### src/rtl/mem_arbiter_if.sv
// -----------------------------------------------------------------------------
// mem_arbiter_if
// One requester's connection to the shared-memory arbiter.
//
// Signals (all on the arbiter's clock):
//   req    requester -> arbiter  access request, held with addr/we/wdata until gnt
//   lock   requester -> arbiter  keep bus ownership after the current transfer
//   we     requester -> arbiter  1 = write, 0 = read
//   addr   requester -> arbiter  16-bit address (arbiter uses the low bits only)
//   wdata  requester -> arbiter  write data
//   gnt    arbiter -> requester  combinational grant; a transfer happens on req&gnt
//   rvalid arbiter -> requester  one-cycle pulse, one cycle after a granted read
//   rdata  arbiter -> requester  registered read data, held until the next read
//
// Modports: master = requester side, slave = arbiter side.
// -----------------------------------------------------------------------------
interface mem_arbiter_if #(
  parameter int DATA_W = 16
) ();
  logic              req;
  logic              lock;
  logic              we;
  logic [15:0]       addr;
  logic [DATA_W-1:0] wdata;
  logic              gnt;
  logic              rvalid;
  logic [DATA_W-1:0] rdata;

  modport master (
    output req, lock, we, addr, wdata,
    input  gnt, rvalid, rdata
  );

  modport slave (
    input  req, lock, we, addr, wdata,
    output gnt, rvalid, rdata
  );
endinterface

### src/rtl/mem_arbiter.sv
// -----------------------------------------------------------------------------
// mem_arbiter
// Shares a single-port memory (asynchronous read, synchronous write) between
// two requesters: port 0 (CPU) and port 1 (loader / DMA). Round-robin on ties,
// a per-port bus lock for atomic sequences, and a starvation guard that breaks
// a lock after MAX_HOLD consecutive cycles of holding off the other port.
//
// Ports:
//   clk        system clock, all state on the rising edge
//   rst        synchronous active-high reset
//   p0, p1     requester interfaces (slave modport), see mem_arbiter_if
//   mem_addr   memory address (0 when no transfer)
//   mem_we     memory write enable, only ever high together with a grant
//   mem_wdata  memory write data (0 when no transfer)
//   mem_rdata  asynchronous read data for mem_addr
//   owner      lock status: 00 none, 01 port0 locked, 10 port1 locked
// -----------------------------------------------------------------------------
module mem_arbiter #(
  parameter int ADDR_W   = 8,
  parameter int DATA_W   = 16,
  parameter int MAX_HOLD = 8
) (
  input  logic              clk,
  input  logic              rst,
  mem_arbiter_if.slave      p0,
  mem_arbiter_if.slave      p1,
  output logic [ADDR_W-1:0] mem_addr,
  output logic              mem_we,
  output logic [DATA_W-1:0] mem_wdata,
  input  logic [DATA_W-1:0] mem_rdata,
  output logic [1:0]        owner
);

  typedef enum logic [1:0] {
    OWN_NONE = 2'b00,
    OWN_P0   = 2'b01,
    OWN_P1   = 2'b10
  } owner_t;

  localparam logic [7:0] HOLD_LIMIT = 8'(MAX_HOLD);

  owner_t     owner_reg;
  logic       last_winner_reg;   // 0 = port0 won last, 1 = port1 won last
  logic [7:0] hold_cnt_reg;

  logic [1:0] req;
  logic [1:0] lock;
  logic [1:0] we;
  logic [1:0] gnt;
  logic       contended;
  logic       preempt;

  // Upper requester address bits are deliberately ignored.
  logic [2*(16-ADDR_W)-1:0] unused_addr_bits;
  assign unused_addr_bits = {p1.addr[15:ADDR_W], p0.addr[15:ADDR_W]};

  assign req  = {p1.req,  p0.req};
  assign lock = {p1.lock, p0.lock};
  assign we   = {p1.we,   p0.we};

  // The lock holder is keeping the other port waiting this cycle.
  assign contended = ((owner_reg == OWN_P0) && req[1]) ||
                     ((owner_reg == OWN_P1) && req[0]);

  // Lock has held off the other port long enough: hand it this cycle.
  assign preempt = contended && (hold_cnt_reg == HOLD_LIMIT);

  // Grant decision. A grant is only ever given to a requesting port, so
  // gnt[i] alone marks a transfer by port i.
  always_comb begin
    gnt = 2'b00;
    if (!rst) begin
      case (owner_reg)
        OWN_P0:  gnt = preempt ? 2'b10 : {1'b0, req[0]};
        OWN_P1:  gnt = preempt ? 2'b01 : {req[1], 1'b0};
        default: begin
          if (&req) begin
            gnt = last_winner_reg ? 2'b01 : 2'b10;
          end else begin
            gnt = req;
          end
        end
      endcase
    end
  end

  assign p0.gnt = gnt[0];
  assign p1.gnt = gnt[1];

  // Memory drive follows the granted port; idle bus presents zeros.
  always_comb begin
    mem_addr  = '0;
    mem_we    = 1'b0;
    mem_wdata = '0;
    if (gnt[0]) begin
      mem_addr  = p0.addr[ADDR_W-1:0];
      mem_we    = p0.we;
      mem_wdata = p0.wdata;
    end else if (gnt[1]) begin
      mem_addr  = p1.addr[ADDR_W-1:0];
      mem_we    = p1.we;
      mem_wdata = p1.wdata;
    end
  end

  // Ownership FSM, round-robin pointer and starvation counter.
  always_ff @(posedge clk) begin
    if (rst) begin
      owner_reg       <= OWN_NONE;
      last_winner_reg <= 1'b1;
      hold_cnt_reg    <= 8'd0;
    end else begin
      if (|gnt) begin
        last_winner_reg <= gnt[1];
      end

      if (contended && !preempt) begin
        hold_cnt_reg <= hold_cnt_reg + 8'd1;
      end else begin
        hold_cnt_reg <= 8'd0;
      end

      case (owner_reg)
        OWN_NONE: begin
          if (gnt[0] && lock[0]) begin
            owner_reg <= OWN_P0;
          end else if (gnt[1] && lock[1]) begin
            owner_reg <= OWN_P1;
          end
        end
        // Release happens whenever the holder drops lock, even while idle.
        OWN_P0: begin
          if (preempt || !lock[0]) begin
            owner_reg <= OWN_NONE;
          end
        end
        OWN_P1: begin
          if (preempt || !lock[1]) begin
            owner_reg <= OWN_NONE;
          end
        end
        default: owner_reg <= OWN_NONE;
      endcase
    end
  end

  assign owner = owner_reg;

  // Per-port read return: capture on the granted read, pulse rvalid next cycle.
  for (genvar gi = 0; gi < 2; gi++) begin : g_ret
    logic              rvalid_reg;
    logic [DATA_W-1:0] rdata_reg;

    always_ff @(posedge clk) begin
      if (rst) begin
        rvalid_reg <= 1'b0;
        rdata_reg  <= '0;
      end else begin
        rvalid_reg <= gnt[gi] && !we[gi];
        if (gnt[gi] && !we[gi]) begin
          rdata_reg <= mem_rdata;
        end
      end
    end
  end

  // Reset cancels a read return that is already in flight.
  assign p0.rvalid = g_ret[0].rvalid_reg && !rst;
  assign p1.rvalid = g_ret[1].rvalid_reg && !rst;
  assign p0.rdata  = g_ret[0].rdata_reg;
  assign p1.rdata  = g_ret[1].rdata_reg;

endmodule
### src/flat_wrapper.sv
// flat-port wrapper written by rule: the top's interface ports become plain ports
module mem_arbiter_flat 
#(
  parameter int ADDR_W   = 8,
  parameter int DATA_W   = 16,
  parameter int MAX_HOLD = 8
)
  (clk, rst, mem_addr, mem_we, mem_wdata, mem_rdata, owner, p0_req, p0_lock, p0_we, p0_addr, p0_wdata, p0_gnt, p0_rvalid, p0_rdata, p1_req, p1_lock, p1_we, p1_addr, p1_wdata, p1_gnt, p1_rvalid, p1_rdata);
  mem_arbiter_if #(.DATA_W(DATA_W)) p0_i ();
  mem_arbiter_if #(.DATA_W(DATA_W)) p1_i ();
  input  logic clk;
  input  logic rst;
  output logic [ADDR_W-1:0] mem_addr;
  output logic mem_we;
  output logic [DATA_W-1:0] mem_wdata;
  input  logic [DATA_W-1:0] mem_rdata;
  output logic [1:0] owner;
  input wire logic [$bits(p0_i.req)-1:0] p0_req;
  input wire logic [$bits(p0_i.lock)-1:0] p0_lock;
  input wire logic [$bits(p0_i.we)-1:0] p0_we;
  input wire logic [$bits(p0_i.addr)-1:0] p0_addr;
  input wire logic [$bits(p0_i.wdata)-1:0] p0_wdata;
  output wire logic [$bits(p0_i.gnt)-1:0] p0_gnt;
  output wire logic [$bits(p0_i.rvalid)-1:0] p0_rvalid;
  output wire logic [$bits(p0_i.rdata)-1:0] p0_rdata;
  input wire logic [$bits(p1_i.req)-1:0] p1_req;
  input wire logic [$bits(p1_i.lock)-1:0] p1_lock;
  input wire logic [$bits(p1_i.we)-1:0] p1_we;
  input wire logic [$bits(p1_i.addr)-1:0] p1_addr;
  input wire logic [$bits(p1_i.wdata)-1:0] p1_wdata;
  output wire logic [$bits(p1_i.gnt)-1:0] p1_gnt;
  output wire logic [$bits(p1_i.rvalid)-1:0] p1_rvalid;
  output wire logic [$bits(p1_i.rdata)-1:0] p1_rdata;
  assign p0_i.req = p0_req;
  assign p0_i.lock = p0_lock;
  assign p0_i.we = p0_we;
  assign p0_i.addr = p0_addr;
  assign p0_i.wdata = p0_wdata;
  assign p0_gnt = p0_i.gnt;
  assign p0_rvalid = p0_i.rvalid;
  assign p0_rdata = p0_i.rdata;
  assign p1_i.req = p1_req;
  assign p1_i.lock = p1_lock;
  assign p1_i.we = p1_we;
  assign p1_i.addr = p1_addr;
  assign p1_i.wdata = p1_wdata;
  assign p1_gnt = p1_i.gnt;
  assign p1_rvalid = p1_i.rvalid;
  assign p1_rdata = p1_i.rdata;
  mem_arbiter #(.ADDR_W(ADDR_W), .DATA_W(DATA_W), .MAX_HOLD(MAX_HOLD)) u_core (.clk(clk), .rst(rst), .p0(p0_i), .p1(p1_i), .mem_addr(mem_addr), .mem_we(mem_we), .mem_wdata(mem_wdata), .mem_rdata(mem_rdata), .owner(owner));
endmodule
### config.mk
export PLATFORM = sky130hd
export DESIGN_NAME = mem_arbiter_flat
export DESIGN_NICKNAME = d
export VERILOG_FILES = /design/src/rtl/mem_arbiter_if.sv /design/src/rtl/mem_arbiter.sv /design/src/flat_wrapper.sv
export SDC_FILE = /design/constraint.sdc
export NUM_CORES = 1
export LEC_CHECK = 0
export ABC_AREA = 1
export ABC_CLOCK_PERIOD_IN_PS = 2100
export CORE_ASPECT_RATIO = 0.8
export CORE_MARGIN = 2
export CORE_UTILIZATION = 33
export DETAILED_ROUTE_END_ITERATION = 6
export PLACE_DENSITY = 0.77
export RECOVER_POWER = 25
export SLEW_MARGIN = 20
export SYNTH_ARGS = -nofsm -noshare
export SYNTH_HDL_FRONTEND = slang
export SYNTH_SLANG_ARGS = --single-unit
### constraint.sdc
create_clock -name clk -period 2.1 [get_ports clk]
set_input_delay 0.42 -clock clk [delete_from_list [all_inputs] [get_ports clk]]
set_output_delay 0.42 -clock clk [all_outputs]
set_load 0.005 [all_outputs]
### After elaboration in Yosys (flattened, before gate mapping)

Index checks and enable logic that the tools add are counted.

| operators by class | value |
|---|---|
| add/sub/neg operators | 1 |
| equal/unequal tests | 6 |
| multiplexer cells | 17 |
| bitwise gates (word level) | 1 |
| reductions and logical operators | 24 |

Operators with widths:

| operator | count |
|---|---|
| two-way mux 16 bit | 2 |
| two-way mux 2 bit | 9 |
| two-way mux 8 bit | 2 |
| logical AND 1 bit | 10 |
| adder 8 x 1 -> 8 bit (second input constant) | 1 |
| == test 8 x 4 -> 1 bit (second input constant) | 1 |
| zero test 1 bit | 6 |
| one-hot mux 2 bit (3 select lines) | 1 |
| inequality test 2 bit (second input constant) | 2 |
| one-hot mux 2 bit (2 select lines) | 1 |
| OR reduction 2 bit | 2 |
| logical OR 1 bit | 3 |
| inequality test 3 x 1 -> 1 bit (second input constant) | 1 |
| AND reduction 3 bit | 1 |
| == test 2 x 1 -> 1 bit (second input constant) | 1 |
| == test 2 bit (second input constant) | 1 |
| zero test 2 bit | 1 |
| two-way mux 1 bit | 2 |
| AND reduction 2 bit | 1 |
| inverter 1 bit | 1 |

| word-level totals | value |
|---|---|
| bits in registers | 45 |
| output and inout bits | 63 |
| word-level logic and storage cells | 56 |

### Depth between registers and ports, before layout

Gate-level depths: netlist (run 1).

| logic depth | value |
|---|---|
| word-level depth | 11 |
| depth in mapped cells | 16 |
| mapped depth without buffers | 15 |

### Worst setup path before layout (run 1)

No wires, ideal clock.

| timing path | value |
|---|---|
| kind | register -> output |
| from | register u_core.owner_reg[1], in the netlist u_core.owner[1] |
| to | output port mem_we |
| arrival time | 1.667 ns |
| required time | 1.680 ns |
| slack | 0.013 ns |
| stages on the path, launching flop included | 15 |
| cells stage by stage | dfxtp_1 inv_1 ha_1 nand2_1 nand2_2 nand3_1 nand2_1 nand3_1 nand2_2 inv_4 nor2_8 inv_4 nor2_8 buf_6 a21oi_1 |

| between the ends | value |
|---|---|
| longest elaborated chain between the ends | 9 |
| elaborated cells on any way between the ends | 12 |

Ends and longest elaborated chain:

| what | RTL line | text |
|---|---|---|
| from (decl) | mem_arbiter.sv:42 | `owner_t owner_reg;` |
| from (signal assigned) | mem_arbiter.sv:109 | `owner_reg <= OWN_NONE;` |
| from (signal assigned) | mem_arbiter.sv:126 | `owner_reg <= OWN_P0;` |
| from (signal assigned) | mem_arbiter.sv:128 | `owner_reg <= OWN_P1;` |
| == test 2 x 1 -> 1 bit or == test 2 bit (tied branches) | mem_arbiter.sv:62, mem_arbiter.sv:73, mem_arbiter.sv:63 |  |
| logical AND 1 bit, on equally long branches | mem_arbiter.sv:62, mem_arbiter.sv:63 |  |
| logical OR 1 bit | mem_arbiter.sv:62 | `assign contended = ((owner_reg == OWN_P0) && req[1]) \|\|` |
| logical AND 1 bit | mem_arbiter.sv:66 | `assign preempt = contended && (hold_cnt_reg == HOLD_LIMIT);` |
| two-way mux 2 bit, on equally long branches | mem_arbiter.sv:75, mem_arbiter.sv:74 |  |
| one-hot mux 2 bit (2 select lines) * | mem_arbiter.sv:73 | `case (owner_reg)` |
| two-way mux 2 bit * | mem_arbiter.sv:72 | `if (!rst) begin` |
| two-way mux 1 bit | mem_arbiter.sv:99 | `end else if (gnt[1]) begin` |
| two-way mux 1 bit * | mem_arbiter.sv:95 | `if (gnt[0]) begin` |
| to (decl) | flat_wrapper.sv:14 | `output logic mem_we;` |

Every way passes the cells marked *; elsewhere a longest branch is shown, timed or not.

### Worst setup path in the final report (run 1)

| timing path | value |
|---|---|
| from | register u_core.owner_reg[1], in the netlist u_core.owner[1] |
| to | output port mem_addr[2] |

| between the ends | value |
|---|---|
| longest elaborated chain between the ends | 9 |
| elaborated cells on any way between the ends | 12 |

Ends and longest elaborated chain:

| what | RTL line | text |
|---|---|---|
| == test 2 x 1 -> 1 bit or == test 2 bit (tied branches) | mem_arbiter.sv:62, mem_arbiter.sv:73, mem_arbiter.sv:63 |  |
| logical AND 1 bit, on equally long branches | mem_arbiter.sv:62, mem_arbiter.sv:63 |  |
| logical OR 1 bit | mem_arbiter.sv:62 |  |
| logical AND 1 bit | mem_arbiter.sv:66 |  |
| two-way mux 2 bit, on equally long branches | mem_arbiter.sv:75, mem_arbiter.sv:74 |  |
| one-hot mux 2 bit (2 select lines) * | mem_arbiter.sv:73 |  |
| two-way mux 2 bit * | mem_arbiter.sv:72 |  |
| two-way mux 8 bit | mem_arbiter.sv:99 |  |
| two-way mux 8 bit * | mem_arbiter.sv:95 |  |
| to (decl) | flat_wrapper.sv:13 | `output logic [ADDR_W-1:0] mem_addr;` |

Marked as above.

==> out/metrics.yaml, run 1 <==
run_status:
  outcome: "finished, violations left"
  violations: "setup timing"
cells_and_area:
  multi_input_area_um2: 1530
  final_cell_mix: "nand2_1, clkdlybuf4s50_1, dfxtp_1, buf_4, buf_6"
  fillers: 493
  syn2layout_area_growth_pct: 106
  final_util_pct: 70.0
  antenna_cells: 0
  seq_area_um2: 911
  drive_gt1_share_pct: 36.9
  final_cells: 623
  nets: 628
  final_common_cell: "nand2_1"
synthesis:
  synth_xor_area_share_pct: 0.375
  yosysTopAreaCellShare_pct: 38.6
  ys_seq_area_share_pct: 38.6
  synthCells: 340
  synth_top_family_by_area: "simple AND/OR/NAND/NOR gates"
  yosys.area.top_type: "dfxtp_1"
  avgSynthCellArea_um2: 6.86
  synth_edf_count: 0
  yosys.area_share.simple_pct: 38.4
  synth-seq-cells: 45
  async_flop_share_pct: 0
  ys_types: 27
  ys.flop_type: "dfxtp_1"
  ys_warn_count: 0
  synth_compound_area_share_pct: 11.4
  muxShareOfSynthArea_pct: 0
  synth_nets: 433
  netlist_area_um2: 2330
  synth-adder-area-share_pct: 2.68
  synth_area_leaders: "dfxtp_1, nand2_1, nand3_1"
clock_network:
  cts_buffers: 5
  postCtsHoldBufs: 0
  root_buffer: "clkbuf_8"
  clk_pin_slew_ns: 0.09
  h-tree-depth: 2
  clockBufferDepth: 2
  cts.sinks: 45
  insertion_delay_ns: 0.30
  cts_tree: "built"
sta:
  slew_viol_final: 0
  min_period_ns: 2.66
  finalCritPeriodShare_pct: 127
  slew_headroom_pct: 77.9
  skew_ns: 0.00313
  fmax_ghz: 0.376
  hold_viol: 0
  setup_slack_ns: -0.558
  tightest_slew_ns: 0.332
  finalSetupViolCount: 28
  grt_setup_unrepaired: "true"
  hold_ws_ns: 0.481
  setup_tns_ns: -12.43
floorplanning:
  die-area_um2: 7760
  core.rowCount: 27
  die_w_um: 98.0
  start_util_pct: 34.0
  fp.dieH_um: 79.2
  num_io_pins: 151
  coreArea_um2: 6860
placement:
  place.port_buffers: 134
  gp_congestion: 0.836
  place_inst: 577
  hpwl_mm: 5.52
critical_path:
  cp.arrival_ns: 2.24
  r2r_cells: 15
  worstPathMaxFanout: 6
  crit_type: "flop to primary output"
  start_kind: "flop"
  worst_ep_required_time_ns: 1.68
  reg2reg_setup_slack_ns: -0.02
  crit_path_end_kind: "primary output"
grt:
  grt_overflow: 0
  grt.total_usage_pct: 23.2
  grt_max_degree: 34
  grt_first_pass_wirelength_mm: 14.8
  grt_antenna_before_repair: 0
  grt_pass1_vias: 3024
pwr:
  seq_power_share_pct: 35.9
  leakagePower_nw: 2.11
  power.density_nw_per_um2: 541
  power_mw: 2.60
  combinationalPowerShare_pct: 37.3
  swShare_pct: 29.6
  ir_worst_vdd_mv: 0.419
  clkPwrFrac_pct: 26.8
  p_switching_uw: 769
  p_int_mw: 1.83
hold_path:
  hold_depth: 2
  min_path_type: "flop to flop"
route:
  drc: 0
  routed_wirelength_mm: 10.1
  drt-pass1-iter-count: 4
  postRouteAntennaNets: 0
  vias: 3116
  drt_iter0_markers: 91
  via_per_inst: 5.00
  wl_per_cell_um: 16.2
job:
  max_cap_violations: 0
per-stage QoR:
step | instance area (um2) | setup slack [ns]
floorplan | 2330 | 0.0130
global placement | 3970 | -0.712
detailed placement | 3970 | -0.772
CTS | 4580 | -0.436
global route | 4800 | -0.623
finish | 4800 | -0.558
power by group through the flow:
stage / clock (mW) / sequential (mW) / combinational, mW
final: 0.696 / 0.933 / 0.969
after global routing: 0.741 / 0.940 / 1.02
after CTS: 0.707 / 0.934 / 0.866
after detailed placement: 0 / 0.951 / 0.691
after global placement: 0 / 0.949 / 0.677
after floorplan: 0 / 0.954 / 0.242
synthesized netlist by cell type (all sizes together), types with 2 or more instances:
cell type  count
nand3         34
inv           26
ha             5
o21ai         35
nand4          3
nor3           4
dfxtp         45
a21oi          6
buf           12
clkbuf         4
nor2          19
or2            2
nand2        140
worst max-delay path: stages (launching register included):
cell and delay [ns]:
dfxtp_4 0.39, inv_4 0.05, ha_4 0.17, nand2_4 0.06, nand2_4 0.07, buf_6 0.12
nand3_2 0.07, nand3_2 0.09, nand2_2 0.11, inv_4 0.06, nor2_8 0.16, buf_6 0.13
buf_6 0.09, buf_6 0.12, nand2_4 0.05, nand2_2 0.07, buf_2 0.11
cell type report:
| class | count | share of cell area (%) |
|---|---|---|
| clock buffer | 5 | 1.43 |
| clock inverter | 3 | 1.04 |
| inverter | 27 | 2.32 |
| multi-input combinational | 252 | 31.8 |
| sequential | 45 | 19.0 |
| tap | 87 | 2.27 |
| timing repair buffer | 204 | 42.2 |
logic make-up after synthesis:
group	count (synthesis)
xor+xnor	1
compound gates	43
flops	45
fa+ha+maj	5
buf+inv	43
simple gates	203
worst paths after layout:
kind / from / end
worst max-delay path: u_core.owner[1]$_SDFFE_PP0P_ / mem_addr[2]
worst max register to register: u_core.owner[1]$_SDFFE_PP0P_ / u_core.owner[0]$_SDFFE_PP0P_
worst min register to register: u_core.p1.rdata[7]$_SDFFE_PP0P_ / u_core.p1.rdata[7]$_SDFFE_PP0P_
worst min-delay path: u_core.p1.rdata[7]$_SDFFE_PP0P_ / u_core.p1.rdata[7]$_SDFFE_PP0P_
routing by layer:
metal  track usage (%)  share of wire [%]  routed length (um)
met1              26.4                 39                3960
met2              43.3                 50                5040
met3              5.72                6.8                 688
met4              6.67                3.7                 377
met5                 0                  0                   0
what timing repair did:
item | in CTS | in global routing
setup endpoints to repair | 43 | 47
pin swaps | 38 | 29
gates resized for setup | 199 | 33
endpoints found under the hold margin | 0 | 0
setup buffers | 26 | 5
gates cloned | 4 | 3
No activity file was read; power rests on OpenSTA's default activity.
==> inputs of run 2 (changes only) <==
--- a/config.mk
+++ b/config.mk
@@ -10,7 +10,9 @@
 export CORE_ASPECT_RATIO = 0.8
 export CORE_MARGIN = 2
 export CORE_UTILIZATION = 33
+export CTS_CLUSTER_SIZE = 30
 export DETAILED_ROUTE_END_ITERATION = 6
+export GPL_TIMING_DRIVEN = 1
 export PLACE_DENSITY = 0.77
 export RECOVER_POWER = 25
 export SLEW_MARGIN = 20
==> results of run 2 <==
Same layout as run 1: the final DEF is identical, and so are final timing and power.
